[src/rtl/k12a_pkg.sv]
// k12a_pkg: shared types and constants for the k12a fetch path.
//   fetch_state_t     - fetch sequencer state encoding (also exported on the
//                       sequencer's debug 'state' port).
//   K12A_OPERAND_PAGE - high address byte of the indirect operand page; the
//                       instruction register block forms {page, inst_low}.
package k12a_pkg;

  typedef enum logic [2:0] {
    ST_IDLE     = 3'd0,
    ST_FETCH_HI = 3'd1,
    ST_FETCH_LO = 3'd2,
    ST_DECODE   = 3'd3,
    ST_OPERAND  = 3'd4,
    ST_EXEC     = 3'd5
  } fetch_state_t;

  localparam logic [7:0] K12A_OPERAND_PAGE = 8'h80;

endpackage

[src/rtl/k12a_fetch_seq.sv]
// k12a_fetch_seq: instruction-fetch sequencer for the k12a CPU.
// Reads instruction high/low bytes at PC, optionally fetches an indirect
// operand from {K12A_OPERAND_PAGE, inst_low}, then starts execute and waits
// for it to finish.
//
// Ports:
//   cpu_clock, reset     - clock, synchronous active-high reset
//   run                  - fetch permitted (honoured in IDLE and at exec_done)
//   mem_ready            - memory read completes this cycle (wait build only)
//   needs_operand        - decode flag, sampled in DECODE
//   exec_done            - execute stage finished
//   mem_read             - memory read request
//   pc_addr_load         - drive PC onto address bus
//   pc_inc               - increment PC at end of cycle
//   inst_high_store/low  - capture data bus into instruction high/low byte
//   inst_addr_load       - drive {page, inst_low} onto address bus
//   operand_store        - capture data bus into operand latch
//   exec_start           - one-cycle execute start pulse
//   busy                 - sequencer not idle
//   state                - current fetch_state_t encoding (debug)
//
// Build option: K12A_FETCH_WAIT_EN - memory states hold until mem_ready=1.
// Without it mem_ready is ignored and every memory state lasts one cycle.
module k12a_fetch_seq
  import k12a_pkg::*;
(
  input  logic       cpu_clock,
  input  logic       reset,
  input  logic       run,
  input  logic       mem_ready,
  input  logic       needs_operand,
  input  logic       exec_done,
  output logic       mem_read,
  output logic       pc_addr_load,
  output logic       pc_inc,
  output logic       inst_high_store,
  output logic       inst_low_store,
  output logic       inst_addr_load,
  output logic       operand_store,
  output logic       exec_start,
  output logic       busy,
  output logic [2:0] state
);

  fetch_state_t state_q, state_d;
  logic         mem_read_q, pc_addr_load_q, inst_addr_load_q;
  logic         busy_q, exec_start_q;
  logic         done;
  logic         strobe_ok;

`ifdef K12A_FETCH_WAIT_EN
  assign done = mem_ready;
`else
  logic unused_mem_ready;
  assign unused_mem_ready = mem_ready;
  assign done = 1'b1;
`endif

  always_comb begin
    state_d = state_q;
    unique case (state_q)
      ST_IDLE:     if (run)       state_d = ST_FETCH_HI;
      ST_FETCH_HI: if (done)      state_d = ST_FETCH_LO;
      ST_FETCH_LO: if (done)      state_d = ST_DECODE;
      ST_DECODE:   state_d = needs_operand ? ST_OPERAND : ST_EXEC;
      ST_OPERAND:  if (done)      state_d = ST_EXEC;
      ST_EXEC:     if (exec_done) state_d = run ? ST_FETCH_HI : ST_IDLE;
      default:     state_d = ST_IDLE;
    endcase
  end

  // Level outputs are registered by decoding the next state, so they line up
  // with state_q without a combinational decode after the register.
  always_ff @(posedge cpu_clock) begin
    if (reset) begin
      state_q          <= ST_IDLE;
      mem_read_q       <= 1'b0;
      pc_addr_load_q   <= 1'b0;
      inst_addr_load_q <= 1'b0;
      busy_q           <= 1'b0;
      exec_start_q     <= 1'b0;
    end else begin
      state_q          <= state_d;
      mem_read_q       <= (state_d == ST_FETCH_HI) || (state_d == ST_FETCH_LO) ||
                          (state_d == ST_OPERAND);
      pc_addr_load_q   <= (state_d == ST_FETCH_HI) || (state_d == ST_FETCH_LO);
      inst_addr_load_q <= (state_d == ST_OPERAND);
      busy_q           <= (state_d != ST_IDLE);
      exec_start_q     <= (state_d == ST_EXEC) && (state_q != ST_EXEC);
    end
  end

  // Capture strobes fire only in the completing cycle of a memory state and
  // are suppressed while reset is asserted, so a reset never leaves a partial
  // store or PC increment behind.
  assign strobe_ok       = done & ~reset;
  assign inst_high_store = (state_q == ST_FETCH_HI) & strobe_ok;
  assign inst_low_store  = (state_q == ST_FETCH_LO) & strobe_ok;
  assign pc_inc          = ((state_q == ST_FETCH_HI) | (state_q == ST_FETCH_LO)) & strobe_ok;
  assign operand_store   = (state_q == ST_OPERAND) & strobe_ok;

  assign mem_read       = mem_read_q;
  assign pc_addr_load   = pc_addr_load_q;
  assign inst_addr_load = inst_addr_load_q;
  assign busy           = busy_q;
  assign exec_start     = exec_start_q;
  assign state          = state_q;

endmodule
[config.mk]
export PLATFORM = sky130hd
export DESIGN_NAME = k12a_fetch_seq
export DESIGN_NICKNAME = d
export VERILOG_FILES = /design/src/rtl/k12a_pkg.sv /design/src/rtl/k12a_fetch_seq.sv
export SDC_FILE = /design/constraint.sdc
export NUM_CORES = 1
export LEC_CHECK = 0
export ABC_AREA = 1
export CAP_MARGIN = 0
export CORE_AREA = 2 2 39 41
export CTS_CLUSTER_SIZE = 25
export DETAILED_ROUTE_END_ITERATION = 16
export DIE_AREA = 0 0 41 43
export PLACE_DENSITY = 0.67
export SYNTH_ARGS = -nofsm -noshare
export SYNTH_HDL_FRONTEND = slang
export SYNTH_SLANG_ARGS = --single-unit
[constraint.sdc]
create_clock -name cpu_clock -period 3.4 [get_ports cpu_clock]
set_input_delay 0.68 -clock cpu_clock [delete_from_list [all_inputs] [get_ports cpu_clock]]
set_output_delay 0.68 -clock cpu_clock [all_outputs]
set_load 0.005 [all_outputs]
Word-level counts from Yosys, hierarchy flattened
Index checks and enable logic that the tools add are counted.
Storage, ports and cells
  ROM bits: 0
  memories kept: 0
  register bits after elaboration: 8
  output and inout bits: 12
  bits in latches: 0
  RAM bits: 0
Cells by class
  reduce and logical (&&, ||, !) cells: 5
  $add $sub $neg: 0
  equality and inequality tests: 10
  muxes and demuxes: 5
  div/mod/pow operators: 0
  shift operators: 0
  magnitude comparators: 0
  multipliers: 0
  bitwise operators: 6
Operators with widths (count)
  3-bit one-hot mux with 6 select lines: 1
  3-bit == test (second input constant): 4
  3-bit by 2-bit == test with 1-bit output (second input constant): 3
  3-bit by 1-bit == test with 1-bit output (second input constant): 2
  3-bit two-way mux: 2
  1-bit bitwise AND: 4
  3-bit logical NOT: 1
  3-bit inequality test (second input constant): 1
  3-bit nonzero test: 1
  1-bit logical OR: 2
  1-bit two-way mux: 2
  1-bit logical AND: 1
  1-bit NOT: 1
  1-bit OR: 1

Longest topological paths before layout
  depth in word-level cells: 6
  depth in mapped cells: 8
  depth with buffers taken out: 8

Least setup slack after synthesis
No wires, ideal clock.
  path type: input port to output port
  start point: input reset
  end point: output operand_store
  arrival time: 1.058 ns
  slack: 1.662 ns
  cell stages on the path: 2
  data required time: 2.720 ns
  cells stage by stage: clkbuf_1 -> nor4_1
Between the ends
  cells in the longest elaborated chain, start to end: 2
RTL lines
  start: declaration: RTL line k12a_fetch_seq.sv:28  | input logic reset,
  1-bit NOT: RTL line k12a_fetch_seq.sv:96  | assign strobe_ok = done & ~reset;
  1-bit bitwise AND: RTL line k12a_fetch_seq.sv:100  | assign operand_store = (state_q == ST_OPERAND) & strobe_ok;
  end: declaration: RTL line k12a_fetch_seq.sv:39  | output logic operand_store,
Every way passes these cells.

Worst setup path in the final report
Same ends and word-level chain as after synthesis.

==> results by group <==
Synthesis
  • Syn Nets: 67
  • Post-synthesis sequential area ratio: 40.3%
  • Post-Synthesis Cells: 61
  • Yosys reg bits: 8
  • Netlist cell types: 17
  • Avg Synthesized Cell Area: 6.52 sq um
  • Mapped Area: 398 sq um
  • Synthesis Warnings: 0

GRT
  • Pin count of the biggest net entering global routing: 10
  • Number of global-route vias before repair: 354
  • Global routing's busiest layer: met2
  • First-pass GRT wire length: 1370 microns
  • GRT Util Overall: 11.1%
  • Initial antenna violation count: 0
  • Met2 usage: 16.6%
  • Total grt overflow: 0
  • GR met3 Demand/Resource: 1.57%
  • Global-route met1 utilization: 15.3%

Critical path
  • CP required: 2720 ps
  • Cell Chain, Critical Path: clkdlybuf4s50_1 -> nor4_1 -> clkdlybuf4s50_1
  • Worst r2r path cells: 7
  • WP depth: 3
  • R2R Path Start: state[0]
  • Crit path kind: in -> out
  • Critical Path Start: reset
  • Startpoint Class: primary input
  • Endpoint of the worst register-to-register path: mem_read
  • CP dominant cell by count: clkdlybuf4s50_1
  • Critical-path top delay cell: clkdlybuf4s50_1
  • Critical Path Fanout Max: 8
  • FF-to-FF setup slack: 2120 ps
  • CP endpoint: operand_store
  • Critical path buffers and inverters: 2
  • WP data arrival: 1970 ps
  • Crit-path max cell delay: 540 ps
  • Worst path top cell family by delay: buffers and inverters
  • Setup crit end kind: output pin

Floorplan
  • Row cnt: 14
  • I/O pin count: 18
  • Die area: 0.00176 sq mm
  • Die Y: 43 microns
  • Die Wd: 41 microns
  • Core area: 0.00138 sq mm
  • Initial cell density of the core: 28.8%

CTS
  • Hold buffers post-CTS: 0
  • Sink Count: 8
  • Setup bufs post-CTS: 0
  • Worst-skew pair later-pin latency: 240 ps
  • CTS clock-pin slew for the worst setup and hold paths: 60 ps
  • Max Root-Sink Buffers: 2
  • Root buffer cell: clkbuf_4
  • CTS Buf Count: 3
  • CTS tree: done
  • H-Tree Level Count: 1
  • Post-cts sizing count: 0

Finish
  • Fraction of layout cells with a size suffix above 1: 15.4%
  • Post-layout nets: 86
  • Finished Cell Area: 592 sq um
  • Antenna diode count: 0
  • Layout area overhead: 48.7%
  • Layout fillers: 144

Pwr
  • Pleak: 0.287 nW
  • Flop pwr share: 45.2%
  • Psw: 0.0000696 W
  • Max VDD drop: 0.209 mV
  • Switching part of the total: 27.9%
  • Clk pwr share: 27.9%
  • PD cells: 422 mW/mm^2
  • Tot Pwr: 0.000250 W
  • Combinational share of power: 26.9%
  • Int Power: 0.000180 W

STA
  • Fmax: 378 MHz
  • Slew Viols, Final: 0
  • Worst-Margin Slew: 309 ps
  • Setup violators final: 0
  • Final hold vios: 0
  • Setup tns final: 0 ps
  • Final critical-path required period: 2650 ps
  • RSZ-0062 raised after global routing: false
  • Slew margin rel.: 79.4%
  • Clock Skew: 4.45 ps
  • Final Cycle Share: 77.8%

Worst hold path
  • HP Start: state[2]
  • Worst Hold Class: reg -> reg

Routing
  • DR pass1 iterations: 3
  • Via Count: 424
  • Residual DRC: 0
  • Routed vias/inst: 4.51
  • Antenna Nets Post-Route: 0
  • WL/cell: 8.93 microns
  • 1st-iter DRT viols: 18
  • Total wire length: 839 microns

Run
  • Max-cap violations: 0

Placement
  • GPL Wtd Cong: 0.847
  • Placed Area: 569 sq um
  • Buffers on Ports: 16
  • Hpwl dp: 670 microns

Outcome
  • Outcome: completed
==> how the worst min path moves through the flow <==
| stage | to | slack [ps] | depth (start not counted) |
|---|---|---|---|
| after floorplan | exec_start | 590 | 3 |
| after global placement | exec_start | 630 | 3 |
| after detailed placement | state[0] | 640 | 3 |
| after CTS | exec_start | 650 | 3 |
| after global routing | exec_start | 700 | 3 |
| final | state[0] | 650 | 3 |
==> kinds of logic after synthesis <==
kind of cell / count (synthesis) / synth area share [%]
AOI/OAI and AO/OA: 2 / 2.51
buffers and inverters: 14 / 13.8
DFF: 8 / 40.3
and+or+nand+nor: 37 / 43.4
==> sequential cells by signal (all words and copies together), names as in the netlist <==
register and count:
mem_read 1, state 3, pc_addr_load 1, busy 1
exec_start 1, inst_addr_load 1
==> cells in the final DEF (no fill, tap or decap) <==
cell type,count
nand2_1,11
nor3_1,2
nand4_1,3
nor2_2,1
nor4_1,1
inv_2,4
clkdlybuf4s50_1,16
inv_1,7
nand3_1,6
nand2_2,2
dfxtp_1,8
clkinv_2,1
o21ai_0,1
o21ai_1,1
clkbuf_4,3
nor2_1,10
nand3_2,1
==> worst min-delay path, cell delays in order, from the launching register on <==
cell and delay (ps):
dfxtp_1 360, nand2_1 80, nand2_1 90, nor2_1 90
==> synth_stat cells <==
cell type | instances | share of area, %
nand2_1 | 11 | 10
nor2_1 | 10 | 9.4
dfxtp_1 | 8 | 40
inv_1 | 7 | 6.6
nand3_1 | 6 | 7.5
inv_2 | 4 | 3.8
nand4_1 | 3 | 4.7
nand2_2 | 2 | 3.1
nor3_1 | 2 | 2.5
buf_2 | 1 | 1.3
clkbuf_1 | 1 | 0.94
clkinv_2 | 1 | 1.3
nand3_2 | 1 | 2.5
nor2_2 | 1 | 1.6
nor4_1 | 1 | 1.6
o21ai_0 | 1 | 1.3
o21ai_1 | 1 | 1.3
==> power by group through the flow <==
stage               combinational [W]  sequential [W]  clock (W)
floorplan                   0.0000341        0.000112          0
CTS                         0.0000681        0.000113  0.0000716
global route                0.0000749        0.000114  0.0000771
finish                      0.0000671        0.000113  0.0000698
detailed placement          0.0000674        0.000115          0
global placement            0.0000671        0.000114          0
==> cell type report <==
| class | count | area (sq um) | area share [%] |
|---|---|---|---|
| flip-flops and latches | 8 | 160 | 27.1 |
| clock buffers | 3 | 22.5 | 3.81 |
| repair buffers | 16 | 160 | 27.1 |
| multi-input cells | 39 | 183 | 30.9 |
| well taps | 16 | 20.0 | 3.38 |
| inverters | 12 | 46.3 | 7.82 |
==> stage by stage <==
| stage | cells | hold slack, ps | util (%) | setup WS [ps] |
|---|---|---|---|---|
| 2_1_floorplan | 61 | 594 | - | 1660 |
| 3_3_place_gp | 91 | 632 | 41.1 | 747 |
| 3_5_place_dp | 91 | 636 | 41.1 | 727 |
| 4_1_cts | 94 | 653 | 42.8 | 728 |
| 5_1_grt | 94 | 699 | 42.8 | 636 |
| 6_report | 94 | 654 | 42.8 | 754 |
==> layer usage <==
| layer | share of wire (%) | vias up |
|---|---|---|
| li1 | - | 225 |
| met1 | 45 | 190 |
| met2 | 50 | 9 |
| met3 | 5.0 | 0 |
| met4 | 0 | 0 |
| met5 | 0 | - |
(Power assumes the default switching activity.)
